<file path="config.mk">
export PLATFORM = sky130hd
export DESIGN_NAME = hms_time_keeper
export DESIGN_NICKNAME = d
export VERILOG_FILES = /design/src/rtl/hms_time_keeper.sv
export SDC_FILE = /design/constraint.sdc
export NUM_CORES = 1
export LEC_CHECK = 0
export ABC_CLOCK_PERIOD_IN_PS = 2500
export BUFFER_PORTS_ARGS = -buffer_cell sky130_fd_sc_hd__buf_2
export CORE_MARGIN = 5
export CORE_UTILIZATION = 58
export DETAILED_ROUTE_END_ITERATION = 8
export PLACE_DENSITY = 0.84
export SYNTH_ARGS = -nofsm -noshare
export SYNTH_HDL_FRONTEND = slang
export SYNTH_SLANG_ARGS = --single-unit
export TNS_END_PERCENT = 1
</file>
<file path="constraint.sdc">
create_clock -name clk -period 2.5 [get_ports clk]
set_input_delay 0.375 -clock clk [delete_from_list [all_inputs] [get_ports clk]]
set_output_delay 0.375 -clock clk [all_outputs]
set_load 0.01 [all_outputs]
</file>
<file path="src/rtl/hms_time_keeper.sv">
`default_nettype none
// ============================================================================
// Module      : hms_time_keeper
// Description : 24-hour HH:MM:SS timekeeper with six BCD digits, a one-second
//               prescaler, and a push-button set mode (hours, then minutes)
//               with a blinking blank mask for the field being edited.
// Ports       : clk        - system clock
//               rst        - synchronous active-high reset
//               en         - run enable (freezes timekeeping in RUN when 0)
//               btn_mode   - debounced level, rising edge cycles mode
//               btn_inc    - debounced level, rising edge increments field
//               time_bcd   - {hr_t,hr_u,min_t,min_u,sec_t,sec_u}, BCD
//               blank_mask - 1 = digit blanked, bit5 = hr_t
//               mode       - 0 RUN, 1 SET_HR, 2 SET_MIN
//               sec_tick   - one-cycle pulse with each seconds advance
// Revision    : 1.0 - initial release
// ============================================================================
module hms_time_keeper #(
    parameter int TICK_COUNT = 100000000,
    parameter int PW         = 27
) (
    input  logic        clk,
    input  logic        rst,
    input  logic        en,
    input  logic        btn_mode,
    input  logic        btn_inc,
    output logic [23:0] time_bcd,
    output logic [5:0]  blank_mask,
    output logic [1:0]  mode,
    output logic        sec_tick
);

    typedef enum logic [1:0] {
        ST_RUN     = 2'd0,
        ST_SET_HR  = 2'd1,
        ST_SET_MIN = 2'd2
    } state_t;

    localparam logic [PW-1:0] c_presc_last = PW'(TICK_COUNT - 1);
    localparam logic [PW-1:0] c_presc_half = PW'(TICK_COUNT / 2 - 1);

    // Registered state
    state_t        r_state;
    logic [PW-1:0] r_presc;
    logic          r_blink;
    logic [3:0]    r_hr_t, r_hr_u, r_min_t, r_min_u, r_sec_t, r_sec_u;
    logic          r_mode_q, r_inc_q;
    logic [5:0]    r_blank;
    logic          r_tick;

    // Next-state values
    state_t        w_state;
    logic [PW-1:0] w_presc;
    logic          w_blink;
    logic [3:0]    w_hr_t, w_hr_u, w_min_t, w_min_u, w_sec_t, w_sec_u;
    logic [5:0]    w_blank;
    logic          w_tick;

    logic          w_mode_edge, w_inc_edge, w_wrap, w_half;
    logic [PW-1:0] w_presc_inc;
    logic [8:0]    w_sec_nx;   // {carry, tens, units}
    logic [8:0]    w_min_nx;   // {carry, tens, units}
    logic [7:0]    w_hr_nx;    // {tens, units}

    // Two-digit BCD increment modulo 60; MSB is the carry out of 59 -> 00.
    function automatic logic [8:0] inc_mod60(input logic [3:0] t, input logic [3:0] u);
        if (u == 4'd9) begin
            if (t == 4'd5) begin
                return {1'b1, 4'd0, 4'd0};
            end
            return {1'b0, t + 4'd1, 4'd0};
        end
        return {1'b0, t, u + 4'd1};
    endfunction

    // Two-digit BCD increment modulo 24.
    function automatic logic [7:0] inc_mod24(input logic [3:0] t, input logic [3:0] u);
        if (t == 4'd2 && u == 4'd3) begin
            return 8'h00;
        end
        if (u == 4'd9) begin
            return {t + 4'd1, 4'd0};
        end
        return {t, u + 4'd1};
    endfunction

    assign w_mode_edge = btn_mode & ~r_mode_q;
    assign w_inc_edge  = btn_inc & ~r_inc_q;
    assign w_wrap      = (r_presc == c_presc_last);
    assign w_half      = (r_presc == c_presc_half);
    assign w_presc_inc = w_wrap ? '0 : r_presc + PW'(1);
    assign w_sec_nx    = inc_mod60(r_sec_t, r_sec_u);
    assign w_min_nx    = inc_mod60(r_min_t, r_min_u);
    assign w_hr_nx     = inc_mod24(r_hr_t, r_hr_u);

    always_comb begin
        w_state = r_state;
        w_presc = r_presc;
        w_blink = r_blink;
        w_hr_t  = r_hr_t;
        w_hr_u  = r_hr_u;
        w_min_t = r_min_t;
        w_min_u = r_min_u;
        w_sec_t = r_sec_t;
        w_sec_u = r_sec_u;
        w_tick  = 1'b0;
        w_blank = 6'b000000;

        case (r_state)
            ST_RUN: begin
                w_blink = 1'b0;
                if (en) begin
                    w_presc = w_presc_inc;
                    if (w_wrap) begin
                        w_tick             = 1'b1;
                        {w_sec_t, w_sec_u} = w_sec_nx[7:0];
                        if (w_sec_nx[8]) begin
                            {w_min_t, w_min_u} = w_min_nx[7:0];
                            if (w_min_nx[8]) begin
                                {w_hr_t, w_hr_u} = w_hr_nx;
                            end
                        end
                    end
                end
                if (w_mode_edge) begin
                    w_state = ST_SET_HR;
                    w_presc = '0;
                    w_blink = 1'b0;
                end
            end
            ST_SET_HR: begin
                // Prescaler free-runs in set states purely to pace the blink.
                w_presc = w_presc_inc;
                if (w_half || w_wrap) begin
                    w_blink = ~r_blink;
                end
                if (w_mode_edge) begin
                    w_state = ST_SET_MIN;
                end else if (w_inc_edge) begin
                    {w_hr_t, w_hr_u} = w_hr_nx;
                end
            end
            ST_SET_MIN: begin
                w_presc = w_presc_inc;
                if (w_half || w_wrap) begin
                    w_blink = ~r_blink;
                end
                if (w_mode_edge) begin
                    // Restart the second cleanly so the first tick is a full period away.
                    w_state = ST_RUN;
                    w_sec_t = 4'd0;
                    w_sec_u = 4'd0;
                    w_presc = '0;
                    w_blink = 1'b0;
                end else if (w_inc_edge) begin
                    // Minutes wrap without carrying into hours.
                    {w_min_t, w_min_u} = w_min_nx[7:0];
                end
            end
            default: begin
                w_state = ST_RUN;
                w_presc = '0;
                w_blink = 1'b0;
            end
        endcase

        // Mask follows the values being registered this edge so it stays
        // aligned with the mode output.
        if (w_blink) begin
            if (w_state == ST_SET_HR) begin
                w_blank = 6'b110000;
            end else if (w_state == ST_SET_MIN) begin
                w_blank = 6'b001100;
            end
        end
    end

    always_ff @(posedge clk) begin
        if (rst) begin
            r_state  <= ST_RUN;
            r_presc  <= '0;
            r_blink  <= 1'b0;
            r_hr_t   <= 4'd0;
            r_hr_u   <= 4'd0;
            r_min_t  <= 4'd0;
            r_min_u  <= 4'd0;
            r_sec_t  <= 4'd0;
            r_sec_u  <= 4'd0;
            r_mode_q <= 1'b0;
            r_inc_q  <= 1'b0;
            r_blank  <= 6'b000000;
            r_tick   <= 1'b0;
        end else begin
            r_state  <= w_state;
            r_presc  <= w_presc;
            r_blink  <= w_blink;
            r_hr_t   <= w_hr_t;
            r_hr_u   <= w_hr_u;
            r_min_t  <= w_min_t;
            r_min_u  <= w_min_u;
            r_sec_t  <= w_sec_t;
            r_sec_u  <= w_sec_u;
            r_mode_q <= btn_mode;
            r_inc_q  <= btn_inc;
            r_blank  <= w_blank;
            r_tick   <= w_tick;
        end
    end

    assign time_bcd   = {r_hr_t, r_hr_u, r_min_t, r_min_u, r_sec_t, r_sec_u};
    assign blank_mask = r_blank;
    assign mode       = r_state;
    assign sec_tick   = r_tick;

endmodule
`default_nettype wire
</file>
After elaboration in Yosys (flattened, before gate mapping) --
Index checks and enable logic that the tools add are counted.
Storage, ports and cells: bits in registers 63, bits of input ports 5, logic and storage cells 134
Cells by class: $add $sub $neg 7, equal/unequal tests 24, mux-type cells 69, bitwise logic cells 8, reduce and logical (&&, ||, !) cells 12
Operators with widths (count):
- 2-to-1 mux 4 bit | 28
- 2-to-1 mux 27 bit | 4
- one-hot mux 27 bit (3 select lines) | 1
- 2-to-1 mux 9 bit | 8
- one-hot mux 4 bit (2 select lines) | 6
- 2-to-1 mux 8 bit | 4
- adder 27 x 1 -> 27 bit (second input constant) | 1
- == test 27 x 26 -> 1 bit (second input constant) | 1
- == test 27 bit (second input constant) | 1
- adder 4 x 1 -> 4 bit (second input constant) | 6
- != test 2 bit (second input constant) | 10
- == test 4 bit (second input constant) | 3
- 2-to-1 mux 1 bit | 12
- == test 4 x 2 -> 1 bit (second input constant) | 2
- == test 4 x 3 -> 1 bit (second input constant) | 2
- AND reduction 7 bit | 1
- 2-to-1 mux 2 bit | 3
- 2-to-1 mux 6 bit | 1
- inverter 1 bit | 6
- one-hot mux 2 bit (3 select lines) | 1
- AND reduction 6 bit | 1
- OR reduction 3 bit | 2
- AND reduction 5 bit | 1
- == test 2 x 1 -> 1 bit (second input constant) | 2
- other kinds (10) | 13

Depth between registers and ports, before layout --
Gate-level depths: netlist of run 1.
word-level depth 11, depth in mapped cells 9

Worst setup path before layout of run 1 --
Ideal clock, no wire load.
path type register -> register, start register r_state[0] (netlist: mode[0]), end register r_presc[24], arrival time 2.203 ns, slack 0.225 ns, cell stages (with the launch flop) 9, period minus slack after synthesis 2.275 ns, path through dfxtp_1 -> inv_1 -> ha_1 -> nor2b_1 -> a21o_1 -> clkbuf_1 -> or4_1 -> or3_1 -> a21oi_1
On the way: longest elaborated chain between the ends 2, elaborated cells between the ends (all ways) 5, those cells by class eq/ne: 3; mux: 1; reduce/logical: 1
RTL lines:
- from (decl) | RTL line 43 | state_t r_state;
- from (signal assigned) | RTL line 194 | r_state <= w_state;
- == test 2 bit (tied with other cells) | RTL line 109 | case (r_state)
- one-hot mux 27 bit (3 select lines) or != test 3 bit (tied branches)
- to (signal assigned) | RTL line 195 | r_presc <= w_presc;
- to (decl) | RTL line 44 | logic [PW-1:0] r_presc;
Parallel ways exist; a longest one is shown, timed or not. A chain may end at the register's enable or synchronous reset.

Final worst setup path of run 1 --
start register r_sec_t[0], end register r_hr_u[2]
On the way: longest elaborated chain between the ends 8
RTL lines:
- from (decl) | RTL line 46 | logic [3:0] r_hr_t, r_hr_u, r_min_t, r_min_u, r_sec_t, r_sec_u;
- from (signal assigned) | RTL line 201 | r_sec_t <= w_sec_t;
- == test 4 x 3 -> 1 bit | RTL line 68 | if (t == 4'd5) begin
- 2-to-1 mux 1 bit | RTL line 68
- 2-to-1 mux 1 bit | RTL line 67 | if (u == 4'd9) begin
- 2-to-1 mux 9 bit | RTL line 71 | return {1'b0, t + 4'd1, 4'd0};
- 2-to-1 mux 9 bit | RTL line 67
- 2-to-1 mux 9 bit | RTL line 73 | return {1'b0, t, u + 4'd1};
- != test 2 bit (no line)
- AND reduction 7 bit (no line)
- to (signal assigned) | RTL line 198 | r_hr_u <= w_hr_u;
- to (decl) | RTL line 46
No other way between the ends. The select of a mux whose other input is x is not followed.

==> reports/results.txt, run 1 <==
EDFF count, synth = 0
ant diodes = 0
die width = 84.9 um
top-count cell post-synth = dfxtp_1
leakage = 1.31 nW
yosys warns = 0
Final Non-Filler Cells = 487
Worst Setup EP = r_hr_u[2]$_SDFFE_PP0P_
layout cells sized above 1 = 0.169
# fillers = 468
maximum fanout along the worst path = 15
post-synthesis instance area = 3250 sq um
initial antenna violation count = 0
asr flop ratio synth = 0
Final Net Count = 431
pre-CTS setup slack = 0.109 ns
Clock Latency Late Sink = 0.34 ns
worst reg2reg setup slack = 0.09 ns
first-pass GRT wire length = 12400 um
Via density = 6.00
Core Footprint = 5470 sq um
pwr dens = 549 nW/um^2
fin area = 3680 sq um
Avg WL per Cell = 15.1 um
Multi-input gate area = 1930 sq um
placed insts = 473
crit end category = flop
CP Class = flop to flop
arrival time at the worst endpoint = 2.63 ns
xor and xnor area share after synthesis = 0.0619
Synth Flop Type = dfxtp_1
Initial Utilization = 0.594
drt pass-1 iters = 5
Worst Hold Class = input pin to flop
Total GRT Usage = 0.209
Critical Path Source = r_sec_t[0]$_SDFFE_PP0P_
# H-tree levels = 3
Final Wtd Congestion = 0.850
Post-Synth Adder-Cell Area = 0.0538
Reg area = 1180 sq um
Synth Instances = 374
dpl cell area = 3490 sq um
total congestion overflow = 0
Mean Syn Cell Area = 8.70 sq um
Routed Antenna Nets = 0
CTS Buffer Depth = 2
clock buffer count from CTS = 9
mux contribution to synthesized area = 0.0165
drc violations = 0
Final period util = 0.962
total power = 2.02 mW
Seq cells post-synth = 59
outcome = completed
Fin Setup TNS = 0 ns
Worst-path clk slew = 0.07 ns
Worst Skew = 0.00884 ns
Slew HR = 0.601
root buffer cell = clkbuf_8
DP Wirelength = 5170 um
critical path startpoint category = flop
worst hold slack = 0.283 ns
data required time of the worst path = 2.72 ns
final setup fails = 0
pin slew with the least headroom to its limit = 0.596 ns
Peak VDD IR = 0.388 mV
Simple-Gate Fraction of Synth Area = 0.316
final hold violations = 0
post-synth top area cell = dfxtp_1
CTS tree = yes
Ports = 38
largest net degree at the start of global routing = 31
Placement Rows = 27
final core occ = 0.672
largest family of logic cells by synthesized area = simple AND/OR/NAND/NOR gates
PortBufs = 35
final WL = 7350 um
fin crit period = 2.41 ns
area share of the largest cell type after synthesis = 0.363
max-cap violations = 0
Vias = 2921
Post-CTS Repair Setup Buffers = 0
1st-iter DRT viols = 221
post-synthesis compound-gate area fraction = 0.141
unrepaired setup endpoints after global routing = no
clock sinks = 59
Slew Limit Fails = 0
reg-to-reg endpoint = r_hr_u[2]$_SDFFE_PP0P_
Area growth, synth to finish = 13.1%
largest cells by area after synthesis = dfxtp_1 (36%), ha_1 (5.4%), nor2_1 (4.4%), xnor2_1 (3.8%), a21oi_1 (3.2%)
register area share after synthesis = 0.363
vias in the first global route = 2654
fmax = 416 MHz
final worst setup slack = 0.0949 ns
Die Area = 7210 sq um
R2R cell count = 6
Crit Reg-Reg Startpoint = r_sec_t[0]$_SDFFE_PP0P_
synth unique cells = 62
Die Height = 84.9 um
most common library cells after synthesis = dfxtp_1 (59), nor2_1 (38), a21oi_1 (21)
==> worst max-delay path, cell delays in order (launching register included) <==
cell,delay [ns]
dfxtp_1,0.43
ha_1,0.18
nand3b_1,0.14
o21ai_0,0.36
or3b_4,0.51
nor3b_1,0.30
mux2_2,0.38
==> cell usage in the layout, fill, tap and decap left out, drive strengths merged, types with 3 or more instances in the layout <==
| master | n |
|---|---|
| or3 | 8 |
| clkbuf | 11 |
| nor3 | 7 |
| nand4b | 6 |
| xnor2 | 14 |
| clkinv | 3 |
| inv | 15 |
| or4b | 5 |
| a31oi | 3 |
| o21ai | 15 |
| nand2 | 16 |
| nor2 | 38 |
| xor2 | 9 |
| mux2 | 3 |
| nor4 | 10 |
| dfxtp | 59 |
| nand3b | 4 |
| a21oi | 22 |
| o311ai | 4 |
| nand3 | 15 |
| nor2b | 14 |
| ha | 14 |
| nand2b | 6 |
| nand4 | 8 |
| or4 | 13 |
| o41ai | 3 |
| buf | 43 |
| o31ai | 8 |
| and3 | 6 |
==> flip-flops by register name (all words and copies together), names as in the netlist, 2 cells and up <==
signal / flops
r_sec_u: 4
blank_mask: 2
r_hr_u: 4
mode: 2
r_sec_t: 4
r_hr_t: 4
r_min_t: 4
r_presc: 27
r_min_u: 4
==> repair_timing <==
| item | in CTS | in global routing |
|---|---|---|
| endpoints found under the setup margin | 0 | 8 |
| gates resized for setup | 0 | 1 |
| hold buffers | 0 | 0 |
==> layout make-up <==
class,count,share of cell area
flip-flops and latches,59,0.321
inverters,16,0.0163
multi-input cells,283,0.525
repair buffers,43,0.0639
clock buffers,11,0.0384
well taps,72,0.0245
clock inverters,3,0.0109
==> logic make-up (layout without fill, tap and decap cells) <==
| kind of cell | count (synthesis) | count (layout) |
|---|---|---|
| flip-flops | 59 | 59 |
| multiplexers | 5 | 5 |
| AND/OR/NAND/NOR | 170 | 170 |
| buffers and inverters | 33 | 73 |
| other | 1 | 2 |
| AO/OA/AOI/OAI | 69 | 69 |
| XOR/XNOR | 23 | 23 |
| adder cells (fa/ha/maj) | 14 | 14 |
==> routing by layer <==
metal | track usage | wire (um)
met5 | 0 | 0
met3 | 0.0602 | 472
met1 | 0.282 | 3460
met2 | 0.322 | 3360
met4 | 0.0705 | 65
==> report_power, final <==
group          leakage (nW)  internal (mW)  total (mW)  switching, mW
logic                 0.741         0.0748       0.221          0.147
registers             0.476          0.955       0.970         0.0152
clock network        0.0950          0.473       0.827          0.354
==> worst min path at each step <==
stage,from,endpoint,depth (start not counted)
after floorplan,r_presc[26]$_SDFFE_PP0P_,r_presc[26]$_SDFFE_PP0P_,2
after global placement,r_hr_t[3]$_SDFFE_PP0P_,r_hr_t[3]$_SDFFE_PP0P_,2
after detailed placement,r_sec_t[3]$_SDFFE_PP0P_,r_sec_t[3]$_SDFFE_PP0P_,2
after CTS,btn_inc,r_inc_q$_SDFF_PP0_,2
after global routing,btn_inc,r_inc_q$_SDFF_PP0_,2
final,btn_mode,r_mode_q$_SDFF_PP0_,2
(Power assumes the default switching activity.)
==> run 2, diff against run 1 <==
Settings changed: REMOVE_ABC_BUFFERS set to 1.
==> run 2 against run 1 <==
  * Die area unchanged
  * Cell count up 0.41%
  * Core utilization up 0.18 points
  * Cell area up 0.27%
  * Critical path depth up 1
  * Register-to-register slack better by 0.05 ns
  * Sequential power about the same
  * Clock-buffer cell count up 2
  * Critical endpoint is now r_hr_u[0]$_SDFFE_PP0P_
  * Largest power group unchanged
  * Highest routed layer unchanged
==> reports/results.txt, run 2 (synthesis results as in run 1) <==
# H-tree levels = 3
1st-iter DRT viols = 148
WP buf/inv = 2
max reg flops = 27
pin slew with the least headroom to its limit = 0.619 ns
drt pass-1 iters = 4
leakage = 1.32 nW
Final Non-Filler Cells = 489
first-pass GRT wire length = 12200 um
placed insts = 474
Clock Latency Late Sink = 0.34 ns
Critical Path Source = mode[0]$_SDFF_PP0_
Placement Rows = 27
Initial Utilization = 0.594
Ports = 38
pwr dens = 541 nW/um^2
Final period util = 0.943
maximum fanout along the worst path = 15
instance count on the critical path = 7
final setup fails = 0
fin crit period = 2.36 ns
CP peak stage delay = 0.52 ns
Hold Buf Count CTS = 0
Critical-path top delay cell = or3b_4
Multi-input gate area = 1940 sq um
Slew HR = 0.587
Final Wtd Congestion = 0.841
unrepaired setup endpoints after global routing = no
Worst-path clk slew = 0.07 ns
Final Net Count = 432
data required time of the worst path = 2.78 ns
DP Wirelength = 5240 um
Via density = 5.90
ant diodes = 0
outcome = completed
root buffer cell = clkbuf_8
crit end category = flop
clock buffer count from CTS = 9
critical path startpoint category = flop
clock sinks = 59
Die Height = 84.9 um
drc violations = 0
cell breakdown of the critical path = inv_1 -> ha_1 -> buf_4 -> o21ai_0 -> or3b_4 -> or4b_1 -> a21oi_1
Crit Reg-Reg Startpoint = mode[0]$_SDFF_PP0_
Most flops, register = r_presc
Post-CTS Repair Setup Buffers = 0
Die Area = 7210 sq um
CP delay by family, top = simple AND/OR/NAND/NOR gates
final WL = 7350 um
initial antenna violation count = 0
Total GRT Usage = 0.207
Slew Limit Fails = 0
vias in the first global route = 2679
R2R cell count = 7
total congestion overflow = 0
largest net degree at the start of global routing = 31
total power = 2.00 mW
PortBufs = 35
commonest non-fill, non-tap cell in the layout = dfxtp_1
reg-to-reg endpoint = r_hr_u[0]$_SDFFE_PP0P_
layout cells sized above 1 = 0.175
# fillers = 458
Worst Setup EP = r_hr_u[0]$_SDFFE_PP0P_
Reg area = 1180 sq um
Routed Antenna Nets = 0
max-cap violations = 0
total of cells resized after clock tree synthesis = 0
Peak VDD IR = 0.308 mV
final hold violations = 0
worst reg2reg setup slack = 0.14 ns
final core occ = 0.674
CTS Buffer Depth = 2
commonest non-fill, non-tap cells in the layout = dfxtp_1 (59), nor2_1 (38), buf_2 (35)
Avg WL per Cell = 15.0 um
arrival time at the worst endpoint = 2.64 ns
Worst Skew = 0.0117 ns
Area growth, synth to finish = 13.4%
Vias = 2884
CTS tree = yes
CP Class = flop to flop
Core Footprint = 5470 sq um
Worst Hold Class = input pin to flop
die width = 84.9 um
fmax = 424 MHz
run 2: per-stage QoR:
step / TNS [ns] / setup WS [ns] / cell area (sq um) / hold slack, ns
floorplan: -0.820 / -0.0351 / 3170 / 0.444
global placement: 0 / 0.232 / 3500 / 0.481
detailed placement: 0 / 0.128 / 3500 / 0.497
CTS: 0 / 0.112 / 3680 / 0.249
global route: 0 / 0.0230 / 3690 / 0.251
finish: 0 / 0.142 / 3690 / 0.251
run 2: area by class of cell:
type	instances	share of cell area
Clock buffer	13	0.0458
Clock inverter	2	0.00271
Inverter	16	0.0163
Multi-Input combinational cell	283	0.525
Sequential cell	59	0.320
Tap cell	72	0.0244
Timing Repair Buffer	44	0.0658
run 2: how the worst min path moves through the flow:
stage / startpoint / to / cells past startpoint
floorplan: rst / r_hr_t[0]$_SDFFE_PP0P_ / 1
global placement: r_sec_t[3]$_SDFFE_PP0P_ / r_sec_t[3]$_SDFFE_PP0P_ / 2
detailed placement: r_sec_t[3]$_SDFFE_PP0P_ / r_sec_t[3]$_SDFFE_PP0P_ / 2
CTS: btn_inc / r_inc_q$_SDFF_PP0_ / 2
global route: btn_inc / r_inc_q$_SDFF_PP0_ / 2
finish: btn_inc / r_inc_q$_SDFF_PP0_ / 2
run 2: layer usage:
layer | vias up | share of wire | wire (um) | GRT usage
met4 | 0 | 0.014 | 106 | 0.0964
met2 | 38 | 0.49 | 3620 | 0.344
met5 | - | 0 | 0 | 0
met3 | 9 | 0.039 | 290 | 0.0524
met1 | 1393 | 0.45 | 3330 | 0.251
li1 | 1444 | - | - | -
run 2: report_power, final:
group | switching [mW] | internal, mW | total (mW)
Sequential | 0.0158 | 0.954 | 0.970
Clock | 0.368 | 0.432 | 0.800
Combinational | 0.148 | 0.0780 | 0.226
Total | 0.532 | 1.46 | 2.00
